<file path="config.mk">
export PLATFORM = sky130hd
export DESIGN_NAME = hyper_arb
export DESIGN_NICKNAME = d
export VERILOG_FILES = /design/src/rtl/hyper_pkg.sv /design/src/rtl/hyper_rr_sel.sv /design/src/rtl/hyper_arb.sv
export SDC_FILE = /design/constraint.sdc
export NUM_CORES = 1
export LEC_CHECK = 0
export ABC_AREA = 1
export CELL_PAD_IN_SITES_DETAIL_PLACEMENT = 1
export CELL_PAD_IN_SITES_GLOBAL_PLACEMENT = 1
export CORE_AREA = 3 3 139 141
export CTS_BUF_LIST = sky130_fd_sc_hd__clkbuf_4 sky130_fd_sc_hd__clkbuf_8
export CTS_CLUSTER_DIAMETER = 80
export DETAILED_ROUTE_END_ITERATION = 16
export DIE_AREA = 0 0 142 144
export PLACE_DENSITY_LB_ADDON = 0.1
export SYNTH_ARGS = -nofsm -noshare
export SYNTH_HDL_FRONTEND = slang
export SYNTH_SLANG_ARGS = --single-unit
</file>
<file path="constraint.sdc">
create_clock -name clk -period 2.7 [get_ports clk]
set_input_delay 0.405 -clock clk [delete_from_list [all_inputs] [get_ports clk]]
set_output_delay 0.405 -clock clk [all_outputs]
set_load 0.02 [all_outputs]
</file>
<file path="src/rtl/hyper_pkg.sv">
// hyper_pkg: shared state encoding, default watchdog limit and a length helper
// for the hyper_arb HyperRAM bridge arbiter.
package hyper_pkg;

    typedef enum logic [2:0] {
        IDLE     = 3'd0,
        ISSUE    = 3'd1,
        WAIT_BSY = 3'd2,
        RUN      = 3'd3,
        DONE     = 3'd4
    } state_t;

    localparam logic [15:0] DEF_TIMEOUT = 16'd1024;

    // A zero-length read burst still fetches one dword.
    function automatic logic [5:0] fix_len(input logic [5:0] n);
        return (n == 6'd0) ? 6'd1 : n;
    endfunction

endpackage

</file>
<file path="src/rtl/hyper_rr_sel.sv">
// hyper_rr_sel: 2-way round-robin selector; on a tie the port that was
// not granted last wins.
module hyper_rr_sel (
    input  logic [1:0] req,
    input  logic       last,
    output logic [1:0] grant,
    output logic       owner
);

    always_comb begin
        owner = 1'b0;
        if (req == 2'b11) begin
            owner = ~last;
        end else if (req[1]) begin
            owner = 1'b1;
        end
        grant = 2'b00;
        if (req != 2'b00) begin
            grant = owner ? 2'b10 : 2'b01;
        end
    end

endmodule

</file>
<file path="src/rtl/hyper_arb.sv">
// hyper_arb: two-port round-robin arbiter/sequencer in front of hyper_xface.
// Optional watchdog abort enabled with `define HYPER_ARB_TIMEOUT_EN.
module hyper_arb
    import hyper_pkg::*;
#(
    parameter logic [15:0] TIMEOUT_CYCLES = DEF_TIMEOUT
) (
    input  logic        clk,
    input  logic        reset_l,
    input  logic        p0_req,
    input  logic        p0_rd,
    input  logic        p0_mem_or_reg,
    input  logic [3:0]  p0_byte_en,
    input  logic [31:0] p0_addr,
    input  logic [31:0] p0_wr_d,
    input  logic [5:0]  p0_num_dwords,
    output logic [31:0] p0_rd_d,
    output logic        p0_rd_rdy,
    output logic        p0_done,
    output logic        p0_err,
    input  logic        p1_req,
    input  logic        p1_rd,
    input  logic        p1_mem_or_reg,
    input  logic [3:0]  p1_byte_en,
    input  logic [31:0] p1_addr,
    input  logic [31:0] p1_wr_d,
    input  logic [5:0]  p1_num_dwords,
    output logic [31:0] p1_rd_d,
    output logic        p1_rd_rdy,
    output logic        p1_done,
    output logic        p1_err,
    output logic        x_rd_req,
    output logic        x_wr_req,
    output logic        x_mem_or_reg,
    output logic [3:0]  x_wr_byte_en,
    output logic [31:0] x_addr,
    output logic [31:0] x_wr_d,
    output logic [5:0]  x_rd_num_dwords,
    input  logic [31:0] x_rd_d,
    input  logic        x_rd_rdy,
    input  logic        x_busy,
    output logic [7:0]  sump_dbg
);

    state_t     state;
    state_t     state_nx;
    logic       owner;
    logic       last;
    logic       sel_owner;
    logic [1:0] grant;
    logic       rd_op;
    logic       err_q;
    logic       err_nx;
    logic       tmo_hit;
    logic       start;
    logic       rd_live;

    hyper_rr_sel u_sel (
        .req   ({p1_req, p0_req}),
        .last  (last),
        .grant (grant),
        .owner (sel_owner)
    );

    assign start = (state == IDLE) && (|grant);

`ifdef HYPER_ARB_TIMEOUT_EN
    logic [15:0] tmo_cnt;

    // Hitting limit-1 here means the count reaches the limit on entry to DONE.
    assign tmo_hit = (tmo_cnt == TIMEOUT_CYCLES - 16'd1);

    always_ff @(posedge clk or negedge reset_l) begin
        if (!reset_l) begin
            tmo_cnt <= 16'd0;
        end else if (state == ISSUE) begin
            tmo_cnt <= 16'd0;
        end else if (state == WAIT_BSY || state == RUN) begin
            tmo_cnt <= tmo_cnt + 16'd1;
        end
    end
`else
    logic unused_tmo;

    assign tmo_hit    = 1'b0;
    assign unused_tmo = ^TIMEOUT_CYCLES;
`endif

    always_comb begin
        state_nx = state;
        err_nx   = err_q;
        unique case (state)
            IDLE: begin
                if (start) begin
                    state_nx = ISSUE;
                    err_nx   = 1'b0;
                end
            end
            ISSUE: state_nx = WAIT_BSY;
            WAIT_BSY: begin
                if (tmo_hit) begin
                    state_nx = DONE;
                    err_nx   = 1'b1;
                end else if (x_busy) begin
                    state_nx = RUN;
                end
            end
            RUN: begin
                if (tmo_hit) begin
                    state_nx = DONE;
                    err_nx   = 1'b1;
                end else if (!x_busy) begin
                    state_nx = DONE;
                end
            end
            DONE: state_nx = IDLE;
            default: state_nx = IDLE;
        endcase
    end

    always_ff @(posedge clk or negedge reset_l) begin
        if (!reset_l) begin
            state           <= IDLE;
            owner           <= 1'b0;
            last            <= 1'b1;
            err_q           <= 1'b0;
            rd_op           <= 1'b0;
            x_mem_or_reg    <= 1'b0;
            x_wr_byte_en    <= 4'd0;
            x_addr          <= 32'd0;
            x_wr_d          <= 32'd0;
            x_rd_num_dwords <= 6'd0;
        end else begin
            state <= state_nx;
            err_q <= err_nx;
            if (start) begin
                owner           <= sel_owner;
                rd_op           <= sel_owner ? p1_rd : p0_rd;
                x_mem_or_reg    <= sel_owner ? p1_mem_or_reg : p0_mem_or_reg;
                x_wr_byte_en    <= sel_owner ? p1_byte_en : p0_byte_en;
                x_addr          <= sel_owner ? p1_addr : p0_addr;
                x_wr_d          <= sel_owner ? p1_wr_d : p0_wr_d;
                x_rd_num_dwords <= fix_len(sel_owner ? p1_num_dwords
                                                     : p0_num_dwords);
            end
            if (state == DONE) begin
                last <= owner;
            end
        end
    end

    assign x_rd_req = (state == ISSUE) && rd_op;
    assign x_wr_req = (state == ISSUE) && !rd_op;

    // Stray read strobes outside an active transaction are discarded.
    assign rd_live   = (state == WAIT_BSY || state == RUN) && x_rd_rdy;
    assign p0_rd_rdy = rd_live && !owner;
    assign p1_rd_rdy = rd_live && owner;
    assign p0_rd_d   = p0_rd_rdy ? x_rd_d : 32'd0;
    assign p1_rd_d   = p1_rd_rdy ? x_rd_d : 32'd0;

    assign p0_done = (state == DONE) && !owner;
    assign p1_done = (state == DONE) && owner;
    assign p0_err  = p0_done && err_q;
    assign p1_err  = p1_done && err_q;

    assign sump_dbg = {owner, state[2:0], p1_req, p0_req, x_busy, x_rd_rdy};

endmodule
</file>
# Word level (Yosys, flattened, before mapping)
# Index checks and enable logic that the tools add are counted.
# word_totals
out_inout_bits	155
input_bits	190
regBits	81
wordCells	51
# classes
reduce_logical	16
mux	17
bitwise	1
n_eq_ne	8
# ops
operator	n
$mux 32	4
$mux 6	2
$pmux 3 s4	1
$mux 3	3
$logic_and 1x1->1	8
$eq 3x2->1 const B	2
$logic_not 6->1	1
$ne 2x2->1 const B	3
$mux 1	4
$mux 2	2
$mux 4	1
$eq 3x1->1 const B	1
$eq 3x3->1 const B	1
$logic_not 3->1	1
$reduce_and 3->1	1
$eq 2x2->1 const B	1
$logic_not 1->1	2
$reduce_bool 2->1	1
$reduce_or 2->1	1
$logic_or 1x1->1	1
$not 1->1	1

# Depth between registers and ports, before layout
# logic_depth
depth_word	8
mapped_depth	9
depth_no_buf	8

# Modules after synthesis
# Synthesis repeated with hierarchy kept, for this count alone.
# hier_totals
hier_cells	591
hier_area_um2	4506.8
# modules_own_cells
mod	cells_per_inst	instances	seq_area_each_um2	area_each_um2
hyper_arb	585	1	2028.2	4481.8
hyper_rr_sel	6	1	0.0	25.0

# Worst setup path after synthesis
# Ideal clock, no wire load.
# synth_path
path_kind	reg-to-output
start	register state[2]
end	output p1_rd_d[10]
n_path_buf	1
arrival_ns	1.739
path_stages_with_launch	9
required_ns	2.295
setup_slack_ns	0.556
cell_sequence	dfrtp_1 > inv_1 > nand2_1 > inv_1 > nand2_1 > nor2_1 > inv_1 > clkbuf_1 > nor2_1
# synth_via
elab_chain_cells	5
word_cells_on_any_way	6
cone_classes	2 x eq/ne; 1 x mux; 3 x reduce/logical
# synth_lines
element	line_no	text
from (decl)	hyper_arb.sv:45	state_t state;
from (signal assigned)	hyper_arb.sv:134	state <= state_nx;
$eq 3x2->1	hyper_arb.sv:156	assign rd_live = (state == WAIT_BSY || state == RUN) && x_rd_rdy;
$logic_or 1x1->1 *	hyper_arb.sv:156	
$logic_and 1x1->1 *	hyper_arb.sv:156	
$logic_and 1x1->1 *	hyper_arb.sv:158	assign p1_rd_rdy = rd_live && owner;
net p1_rd_rdy	hyper_arb.sv:29	output logic p1_rd_rdy,
$mux 32 *	hyper_arb.sv:160	assign p1_rd_d = p1_rd_rdy ? x_rd_d : 32'd0;
to (decl)	hyper_arb.sv:28	output logic [31:0] p1_rd_d,
# Mark *: on every way through the listed nets, which the timed path passes. The rest lies on a longest branch.

# Final worst setup path
# layout_path
start	register state[2]
end	output p1_rd_d[17]
# layout_via
elab_chain_cells	5
word_cells_on_any_way	6
cone_classes	2 x eq/ne; 1 x mux; 3 x reduce/logical
# layout_lines
element	line_no
$eq 3x2->1	hyper_arb.sv:156
$logic_or 1x1->1 *	hyper_arb.sv:156
$logic_and 1x1->1 *	hyper_arb.sv:156
$logic_and 1x1->1 *	hyper_arb.sv:158
$mux 32 *	hyper_arb.sv:160
# Every way passes the cells marked *; elsewhere a longest branch is shown, timed or not.

==> metrics.csv <==
stage,metric,value,unit
outcome,status,"complete, but fails checks",
outcome,failing_checks,hold timing,
route,drt_drc_violations_left,0,
grt,grt.total_usage,0.190,
synth,synth_seq_area_share,0.486,
place,portBuffers,342,
timing,setup-violations-final,0,
route,detail_route.iter0.violations,156,
synth,post_synth_top_area_cell,sky130_fd_sc_hd__dfrtp_1,
layout,antenna_cells_inserted,0,
layout,area_growth_syn_to_layout,92.3,%
timing,final-hold-violation-count,10,
synth,ys_seq_elements,81,
layout,layout_commonest_cell,sky130_fd_sc_hd__clkdlybuf4s50_1,
layout,final_nets,1094,
worst_setup_path,crit-reg2reg-capture,x_wr_d[22],
synth,synth.top_cells.by_area,"sky130_fd_sc_hd__dfrtp_1 (48%), sky130_fd_sc_hd__o21ai_1 (13%), sky130_fd_sc_hd__nor2_1 (13%)",
grt,number_of_antenna_violations_at_the_first_check_in_global_routing,0,
timing,share_of_the_clock_period_used_by_the_worst_path,0.932,
clocking,ctsHtreeMaxLevel,3,
clocking,clkSinkCount,81,
route,routed-wl-met3,1.67,mm
power,peakVddDrop,0.346,mV
place,dpl.cell_count,1122,
clocking,path_clk_slew,0.09,ns
worst_setup_path,worstPathMaxFanout,23,
timing,fin_worst_skew,0.00698,ns
worst_setup_path,startpoint_type,flop,
worst_setup_path,reg2reg_slack,0.87,ns
power,power.leakage,3.89,nW
grt,first_global_vias,5665,
worst_setup_path,setup.worst_path.end_class,output port,
layout,final_cell_mix,"sky130_fd_sc_hd__clkdlybuf4s50_1 (277), sky130_fd_sc_hd__nor2_1 (145), sky130_fd_sc_hd__o21ai_1 (110)",
timing,fmax,0.397,GHz
timing,layout_min_cycle_time,2.52,ns
timing,timing.hold.ws,-0.0165,ns
worst_setup_path,critical_path_arrival,2.11,ns
timing,totalNegativeSetupSlack,0,ns
synth,synthesis.yosys.warnings,0,
route,met1Wirelength,7.71,mm
clocking,tritoncts,done,
clocking,worstSkewPairLatency,0.37,ns
grt,final_global_route_overflow_total,0,
worst_setup_path,r2r-start,last,
timing,rsz0062_at_grt,false,
route,drt-wirelength-per-cell,17.9,um
layout,number_of_fill_cells,2158,
place,place_congestion,0.827,
worst_setup_path,critPathRequiredTime,2.30,ns
synth,yosysUniqueCellTypes,20,
layout,drive_gt1_frac,0.0396,
synth,mean_syn_cell_area,7.18,um^2
synth,netlist_area_pre_place,4170,um^2
route,post_drt_via_cell_ratio,4.52,
synth,postSynthCellCount,581,
layout,final_cell_count_no_fill,1137,
clocking,cts_buffers,9,
floorplanning,design.core.area,18100,um^2
power,power_density,982,nW/um^2
place,dp_hpwl,15.7,mm
route,vias,5142,
floorplanning,fp-row-count,49,
floorplanning,die_w,142,um
grt,grt_pass1_wl,30.7,mm
route,antenna_violating_nets_post_route,0,
clocking,ctsHoldBuffers,0,
worst_setup_path,rr_worst_depth,6,
route,drt-pass1-iter-count,4,
floorplanning,floorplan.die_area,20400,um^2
clocking,clk_root_buffer_cell,sky130_fd_sc_hd__clkbuf_8,
synth,synth_largest_type_area_fraction,0.480,
hold_path,hp-class,input port to async pin,
floorplanning,ios,345,
route,wl,20.3,mm
timing,slew-limit-headroom,0.660,
clocking,cts_buffer_depth,2,
floorplanning,floorplan.initialDensity,0.231,
floorplanning,die_height,144,um
layout,reg_top3,"x_addr (32), x_wr_d (32), x_rd_num_dwords (6)",
worst_setup_path,path_class,flop to output port,
route,met2_wirelength,10.6,mm
grt,grt_start_max_net_pins,73,
route,highest_layer,met4,
run,cap_violations,0,
timing,maxSlewViolCount,0,
timing,worst_slew_pin_slew,0.510,ns
==> synthesized netlist by cell type <==
library cell / instances
sky130_fd_sc_hd__nor2_1: 145
sky130_fd_sc_hd__nand2_1: 93
sky130_fd_sc_hd__a22oi_1: 1
sky130_fd_sc_hd__or2_2: 1
sky130_fd_sc_hd__o21ai_1: 110
sky130_fd_sc_hd__conb_1: 1
sky130_fd_sc_hd__buf_4: 8
sky130_fd_sc_hd__inv_2: 1
sky130_fd_sc_hd__nor3_4: 1
sky130_fd_sc_hd__nand3_1: 9
sky130_fd_sc_hd__dfstp_2: 1
sky130_fd_sc_hd__buf_2: 10
sky130_fd_sc_hd__nand3b_1: 1
sky130_fd_sc_hd__dfrtp_1: 80
sky130_fd_sc_hd__o22ai_1: 1
sky130_fd_sc_hd__o211ai_1: 1
sky130_fd_sc_hd__inv_1: 52
sky130_fd_sc_hd__clkbuf_1: 23
sky130_fd_sc_hd__o21ai_0: 39
sky130_fd_sc_hd__buf_1: 3
==> per-layer routing <==
layer  vias up  track usage
met5         -            0
met2       227        0.350
li1       2467            -
met4         0       0.0571
met3        24       0.0599
met1      2424        0.209
==> timing repair <==
action / 4_1_cts / 5_1_grt
endpoints found under the setup margin: 64 / 16
endpoints found under the hold margin: 0 / 0
buffers inserted: 0 / 0
resized for setup: 56 / 16
==> worst max-delay path, cell delays in order (launching register included) <==
cell                            delay (ns)
sky130_fd_sc_hd__dfrtp_1              0.43
sky130_fd_sc_hd__inv_1                0.11
sky130_fd_sc_hd__nand2_1              0.07
sky130_fd_sc_hd__inv_1                0.12
sky130_fd_sc_hd__nand2_1              0.08
sky130_fd_sc_hd__nor2_1               0.17
sky130_fd_sc_hd__inv_2                0.13
sky130_fd_sc_hd__buf_12               0.18
sky130_fd_sc_hd__nor2_1               0.10
sky130_fd_sc_hd__dlygate4sd2_1        0.35
==> where the power goes <==
part / internal (mW) / switching, mW
registers: 1.84 / 0.351
logic: 2.05 / 2.64
clock network: 0.527 / 0.480
total: 4.41 / 3.47
==> how the worst max path moves through the flow <==
stage	start	endpoint	slack [ns]	cells past startpoint
3_3_place_gp	x_rd_rdy	p1_rd_d[14]	0.12	7
4_1_cts	state[2]	p1_rd_d[10]	0.02	8
3_5_place_dp	x_rd_rdy	p1_rd_d[12]	0.02	7
5_1_grt	state[2]	p1_rd_d[23]	0.003	9
6_report	state[2]	p1_rd_d[17]	0.18	9
2_1_floorplan	state[2]	p1_rd_d[10]	0.56	8
==> cell type report <==
type | count | area, um^2 | share of cell area
Timing Repair Buffer | 355 | 3560 | 0.443
Tap cell | 229 | 287 | 0.0357
Clock inverter | 5 | 81.3 | 0.0101
Sequential cell | 81 | 2030 | 0.253
Multi-Input combinational cell | 404 | 1750 | 0.217
Clock buffer | 10 | 131 | 0.0164
Inverter | 53 | 199 | 0.0248
==> through the flow <==
stage / total power [mW] / hold WS [ns] / utilization / worst slack, ns / cell area (um^2)
detailed placement: 7.07 / 0.419 / 0.434 / 0.0210 / 7850
floorplan: 4.54 / 0.109 / - / 0.556 / 4180
global route: 8.47 / 0.0160 / 0.444 / 0.00255 / 8030
finish: 7.89 / -0.0165 / 0.444 / 0.183 / 8030
global placement: 6.93 / 0.416 / 0.434 / 0.120 / 7850
CTS: 8.03 / 0.00231 / 0.442 / 0.0211 / 8000
==> cell families after synthesis <==
| kind of cell | count (synthesis) | synth area share |
|---|---|---|
| AO/OA/AOI/OAI | 152 | 0.184 |
| AND/OR/NAND/NOR | 250 | 0.232 |
| buffers and inverters | 97 | 0.0974 |
| other | 1 | 0.000898 |
| flip-flops | 81 | 0.486 |
(Power assumes the default switching activity.)
